--- src/rtl/multicycle_ctrl.sv ---
// Multicycle MIPS-style control FSM with memory-ready handshake and sticky illegal-op flag.
// Define MC_JUMP_EN to build the JUMP state; otherwise op 000010 traps to HALT.
module multicycle_ctrl #(
    parameter int ALU_CTRL_W = 4,
    parameter int STATE_W    = 4
) (
    input  logic                  i_clock,
    input  logic                  i_reset_n,
    input  logic [5:0]            i_op,
    input  logic [5:0]            i_func,
    input  logic                  i_zero,
    input  logic                  i_mem_ready,
    output logic                  o_mem_read,
    output logic                  o_mem_write,
    output logic                  o_i_or_d,
    output logic                  o_ir_write,
    output logic                  o_pc_en,
    output logic                  o_reg_write,
    output logic                  o_reg_dst,
    output logic                  o_mem_to_reg,
    output logic                  o_alu_src_a,
    output logic [1:0]            o_alu_src_b,
    output logic [1:0]            o_pc_src,
    output logic [ALU_CTRL_W-1:0] o_alu_ctrl,
    output logic [STATE_W-1:0]    o_state,
    output logic                  o_instr_done,
    output logic                  o_illegal_op
);

    typedef enum logic [3:0] {
        S_FETCH  = 4'd0,
        S_DECODE = 4'd1,
        S_MEMADR = 4'd2,
        S_MEMRD  = 4'd3,
        S_MEMWB  = 4'd4,
        S_MEMWR  = 4'd5,
        S_EXEC   = 4'd6,
        S_ALUWB  = 4'd7,
        S_BRANCH = 4'd8,
        S_JUMP   = 4'd9,
        S_HALT   = 4'd10
    } state_t;

    localparam logic [5:0] OP_RTYPE = 6'b000000;
    localparam logic [5:0] OP_LW    = 6'b100011;
    localparam logic [5:0] OP_SW    = 6'b101011;
    localparam logic [5:0] OP_BEQ   = 6'b000100;
`ifdef MC_JUMP_EN
    localparam logic [5:0] OP_J     = 6'b000010;
`endif

    state_t     r_state, w_next;
    logic       r_active;
    logic       r_illegal_op;
    logic       w_func_ok;
    logic       w_mem_read, w_mem_write, w_i_or_d, w_ir_write, w_pc_en;
    logic       w_reg_write, w_reg_dst, w_mem_to_reg, w_alu_src_a, w_instr_done;
    logic [1:0] w_alu_src_b, w_pc_src;
    logic [3:0] w_alu_ctrl;

    assign w_func_ok = i_func inside {6'b100100, 6'b100101, 6'b100000,
                                      6'b100010, 6'b101010, 6'b100111};

    // r_active holds the machine idle in FETCH until the first edge after reset release
    always_ff @(posedge i_clock or negedge i_reset_n) begin
        if (!i_reset_n) begin
            r_state      <= S_FETCH;
            r_active     <= 1'b0;
            r_illegal_op <= 1'b0;
        end else begin
            r_state  <= w_next;
            r_active <= 1'b1;
            if (w_next == S_HALT)
                r_illegal_op <= 1'b1;
        end
    end

    always_comb begin
        w_next       = r_state;
        w_mem_read   = 1'b0;
        w_mem_write  = 1'b0;
        w_i_or_d     = 1'b0;
        w_ir_write   = 1'b0;
        w_pc_en      = 1'b0;
        w_reg_write  = 1'b0;
        w_reg_dst    = 1'b0;
        w_mem_to_reg = 1'b0;
        w_alu_src_a  = 1'b0;
        w_alu_src_b  = 2'b00;
        w_pc_src     = 2'b00;
        w_alu_ctrl   = 4'b0010;
        w_instr_done = 1'b0;
        if (!r_active) begin
            w_next = S_FETCH;
        end else begin
            case (r_state)
                S_FETCH: begin
                    w_mem_read  = 1'b1;
                    w_alu_src_b = 2'b01;
                    w_ir_write  = i_mem_ready;
                    w_pc_en     = i_mem_ready;
                    if (i_mem_ready)
                        w_next = S_DECODE;
                end
                S_DECODE: begin
                    w_alu_src_b = 2'b11;
                    case (i_op)
                        OP_LW, OP_SW: w_next = S_MEMADR;
                        OP_RTYPE:     w_next = w_func_ok ? S_EXEC : S_HALT;
                        OP_BEQ:       w_next = S_BRANCH;
`ifdef MC_JUMP_EN
                        OP_J:         w_next = S_JUMP;
`endif
                        default:      w_next = S_HALT;
                    endcase
                end
                S_MEMADR: begin
                    w_alu_src_a = 1'b1;
                    w_alu_src_b = 2'b10;
                    w_next      = (i_op == OP_LW) ? S_MEMRD : S_MEMWR;
                end
                S_MEMRD: begin
                    w_mem_read = 1'b1;
                    w_i_or_d   = 1'b1;
                    if (i_mem_ready)
                        w_next = S_MEMWB;
                end
                S_MEMWB: begin
                    w_reg_write  = 1'b1;
                    w_mem_to_reg = 1'b1;
                    w_instr_done = 1'b1;
                    w_next       = S_FETCH;
                end
                S_MEMWR: begin
                    w_mem_write  = 1'b1;
                    w_i_or_d     = 1'b1;
                    w_instr_done = i_mem_ready;
                    if (i_mem_ready)
                        w_next = S_FETCH;
                end
                S_EXEC: begin
                    w_alu_src_a = 1'b1;
                    case (i_func)
                        6'b100100: w_alu_ctrl = 4'b0000;
                        6'b100101: w_alu_ctrl = 4'b0001;
                        6'b100010: w_alu_ctrl = 4'b0110;
                        6'b101010: w_alu_ctrl = 4'b0111;
                        6'b100111: w_alu_ctrl = 4'b1100;
                        default:   w_alu_ctrl = 4'b0010;
                    endcase
                    w_next = S_ALUWB;
                end
                S_ALUWB: begin
                    w_reg_write  = 1'b1;
                    w_reg_dst    = 1'b1;
                    w_instr_done = 1'b1;
                    w_next       = S_FETCH;
                end
                S_BRANCH: begin
                    w_alu_src_a  = 1'b1;
                    w_alu_ctrl   = 4'b0110;
                    w_pc_src     = 2'b01;
                    w_pc_en      = i_zero;
                    w_instr_done = 1'b1;
                    w_next       = S_FETCH;
                end
`ifdef MC_JUMP_EN
                S_JUMP: begin
                    w_pc_src     = 2'b10;
                    w_pc_en      = 1'b1;
                    w_instr_done = 1'b1;
                    w_next       = S_FETCH;
                end
`endif
                S_HALT:  w_next = S_HALT;
                // unused encodings are treated as a fault
                default: w_next = S_HALT;
            endcase
        end
    end

    assign o_mem_read   = w_mem_read;
    assign o_mem_write  = w_mem_write;
    assign o_i_or_d     = w_i_or_d;
    assign o_ir_write   = w_ir_write;
    assign o_pc_en      = w_pc_en;
    assign o_reg_write  = w_reg_write;
    assign o_reg_dst    = w_reg_dst;
    assign o_mem_to_reg = w_mem_to_reg;
    assign o_alu_src_a  = w_alu_src_a;
    assign o_alu_src_b  = w_alu_src_b;
    assign o_pc_src     = w_pc_src;
    assign o_alu_ctrl   = ALU_CTRL_W'(w_alu_ctrl);
    assign o_state      = STATE_W'(r_state);
    assign o_instr_done = w_instr_done;
    assign o_illegal_op = r_illegal_op;

endmodule

--- config.mk ---
export PLATFORM = sky130hd
export DESIGN_NAME = multicycle_ctrl
export DESIGN_NICKNAME = d
export VERILOG_FILES = /design/src/rtl/multicycle_ctrl.sv
export SDC_FILE = /design/constraint.sdc
export NUM_CORES = 1
export LEC_CHECK = 0
export ABC_AREA = 1
export CAP_MARGIN = 0
export CORE_UTILIZATION = 37
export DETAILED_ROUTE_END_ITERATION = 6
export PLACE_DENSITY_LB_ADDON = 0.3
export REMOVE_ABC_BUFFERS = 1
export SLEW_MARGIN = 20
export SYNTH_ARGS = -nofsm -noshare
export SYNTH_HDL_FRONTEND = slang
export SYNTH_SLANG_ARGS = --single-unit
--- constraint.sdc ---
create_clock -name i_clock -period 1.6 [get_ports i_clock]
set_clock_uncertainty 0.05 [all_clocks]
set_input_delay 0.48 -clock i_clock [delete_from_list [all_inputs] [get_ports i_clock]]
set_output_delay 0.48 -clock i_clock [all_outputs]
set_load 0.01 [all_outputs]
==> results.txt <==
The mean number of vias per cell is 5.339. The number of top-level design ports is 39. The final-report hold violation count came out at 0. The net count of the finished layout is about 220. The highest cell delay on the worst timing path is 0.41 ns. The overall power after layout is approximately 1.1 mW. The number of instances in the synthesized netlist came out at about 130. The synthesized netlist devotes 51.86% of its cell area to simple gates. The first global-routing pass estimated 4.636 mm of wire. The number of storage elements in the synthesis netlist came out at 6.

STA classifies the critical path endpoint as an output port. Buffers placed on the I/O ports in this run total 37. The final reports fail on setup timing. The area share of xor/xnor cells in the synthesized design is 0%. The kind of cell adding the most delay to the critical path is flip-flops. Among all stages on the critical path, the largest delay is contributed by dfrtp_1.

By area, the combinational part of the netlist is dominated by simple AND/OR/NAND/NOR gates. The repair_antennas step left the layout with diodes totalling 0. The critical path class is flip-flop to output port. The die outline area came out at about 0.002 mm2. The TritonCTS buffer count came out at 3. The detail route stage leaves a number of antenna-violating nets equal to 0. The final route contains 1,228 vias.

Timing would allow up to 0.4976 GHz. Counting distinct cell types in the post-synthesis netlist gives 18. After clock tree synthesis, the clock-pin slew on the worst setup and hold paths is 0.04 ns. The share of layout cells above drive strength 1 is a little under three fifths.

The launching element type of the critical path is a flip-flop. The area of the placeable core came out at 0.001708 mm2. The worst-skew pair later-pin latency is 0.24 ns. The static power due to leakage came out at 0.7975 nW. Entering global routing, the biggest net connects 7 pins. For the worst setup path, the data required time is 1.07 ns.

The number of detailed-routing iterations run before antenna repair is 4. The count of buffer and inverter cells on the critical path came out at 2. The first-iteration detailed-routing DRC count is 61. The worst hold margin came out at 0.4173 ns. The overall fraction of global-route tracks in use came out at about a third. The peak supply drop came out at approximately 0.75 mV. Walking the worst path, the cells encountered are inv_1, nand2_8, nand2_2, nor2_4, a211o_1, buf_2. The synthesized area per cell is approximately 5.3 um2.

The number of antenna violations at the first check in global routing is 0. Measured against the total synthesized area, the mux share comes to 0%. Detailed placement finished with a half-perimeter wire length of roughly 1.9 mm. The die span in y came out at 44.66 um. The min-delay analysis places its worst path in the category input port to asynchronous set/reset pin. Setup repair after global routing could not meet its margin everywhere. The share of synthesized cell area in full adder, half adder and majority cells is 0%. The effective utilization at floorplan came out at 39.41%.

The top fanout value on the critical path is 4. The total global routing overflow came out at 0. The area growth from synthesis to layout is 119.3%. The post-route DRC violation count came out at 0.

The signal arrival time at the worst endpoint is 1.48 ns. For this run, the number of Yosys warnings is 0. The die is about 45 um wide. In the final layout, the multi-input gates occupy 611.8 um2.

The routed length per placed instance came out at 15.40 um. The flow ran to the end, but the final reports show violations. The post-route worst setup slack is -0.4097 ns. The combined flip-flop and latch cell area is 150.1 um2. The number of pins exceeding their max-slew limit in the final report was 0. Counting along the longest clock path gives a buffer depth of 2. The via count of the first global-routing pass came out at 1,091. TritonCTS built the clock tree. Setup violations remaining at the end of the flow were counted as 17. In this run the number of H-tree levels came out at 1. The final worst-path cycle share is 125.6%. The areal power density over the cells is 716.1 mW/mm2. The number of placement rows is 15. The routability congestion estimate came out at 0.9139. After routing the design area is between 0.001 and 0.0015 mm2. The summed instance area of the synthesized netlist came out at 673.1 um2. The total of fill cells in the finished design is 102. The CTS root buffer is clkbuf_4. Summing all placed instances gives a cell area of 0.001300 mm2. The number of clock sinks is 6. The sequential-to-total area share from yosys stat came out at roughly 22%. The shortest clock period the worst path allows after layout is 2.010 ns.

The total routed wirelength came out at 3.541 mm. The number of max-cap violations is 0. The synthesized netlist devotes under 10% of its cell area to compound gates.
==> cell families after synthesis <==
logic type,count (synthesis)
compound gates,12
flops,6
simple gates,82
buf+inv,26
other cells,2
==> metrics by stage <==
step                      setup slack [ns]  cells  utilization [%]  TNS, ns
after floorplan                    -0.1239    127                -  -0.3008
after global placement              -1.047    220            76.12   -10.90
after detailed placement            -1.161    220            76.12   -11.85
after CTS                          -0.3399    228            78.53   -4.061
after global routing               -0.4655    230            86.45   -5.934
final                              -0.4097    230            86.45   -4.970
==> report_power, final <==
part           switching (mW)  internal [mW]  leakage [nW]
combinational           0.403          0.320         0.709
sequential             0.0268          0.171        0.0747
clock                  0.0520         0.0847        0.0138
==> Yosys cell counts (all sizes together) <==
cell	n	share of area (%)
a211o	1	1.3
dfrtp	6	22
nand2	28	16
nand4	4	3.7
inv	25	14
a31oi	1	0.93
buf	1	1.1
nand3b	1	1.1
conb	2	1.1
o21ai	3	2.2
nand3	13	9.7
nor2	33	19
a21oi	7	5.2
nor3	3	2.2
==> worst register-to-register path, cell delays in order, from the launching register on <==
cell and delay (ns):
dfrtp_1 0.41, nor2_2 0.14, nand2_2 0.12, nor3_2 0.13, inv_1 0.09, buf_4 0.13
buf_4 0.12, buf_4 0.13, a31oi_4 0.16
==> sequential cells by signal, indices dropped and copies added (netlist names) <==
name and cells:
o_state 4, o_illegal_op 1, r_active 1
==> final timing paths <==
path                                     startpoint                  endpoint  slack (ns)  depth (start not counted)
setup / recovery               o_state[1]$_DFF_PN0_              o_instr_done       -0.41                          6
min in group i_clock       o_illegal_op$_DFFE_PN0N_  o_illegal_op$_DFFE_PN0N_        0.42                          2
setup reg to reg               o_state[1]$_DFF_PN0_      o_state[0]$_DFF_PN0_        0.02                          8
max in group asynchronous                 i_reset_n      o_state[0]$_DFF_PN0_        0.87                          1
hold reg to reg            o_illegal_op$_DFFE_PN0N_  o_illegal_op$_DFFE_PN0N_        0.42                          2
hold / removal                            i_reset_n      o_state[2]$_DFF_PN0_        0.42                          1
==> routing by layer <==
metal	up-vias	track usage, %	share of wire, %
met5	-	0	0
met4	0	16.36	4.6
met3	21	2.449	7.6
met2	77	57.35	51
met1	571	37.41	37
li1	559	-	-
==> cells in the final DEF, fill, tap and decap left out, drive strengths merged <==
cell / count
clkdlybuf4s50: 4
dfrtp: 6
dlymetal6s2s: 4
o21ai: 3
a31oi: 1
nor2: 33
clkdlybuf4s15: 4
nand4: 4
a21oi: 7
inv: 25
dlygate4sd2: 2
nand3b: 1
buf: 56
a211o: 1
nand2: 28
nand3: 13
conb: 2
clkbuf: 8
nor3: 3
==> layout make-up <==
class	instances	area share, %
tap	25	2.119
timing repair buffer	75	38.22
clock buffer	3	1.525
sequential	6	10.17
inverter	25	6.525
multi-input combinational	96	41.44
==> what timing repair did <==
action | in CTS | in global routing
gates resized for setup | 122 | 43
cloned | 0 | 0
hold buffers | 0 | 0
pin swaps | 9 | 11
endpoints found under the hold margin | 0 | 0
setup buffers | 5 | 2
endpoints found under the setup margin | 25 | 23
(Power assumes the default switching activity.)
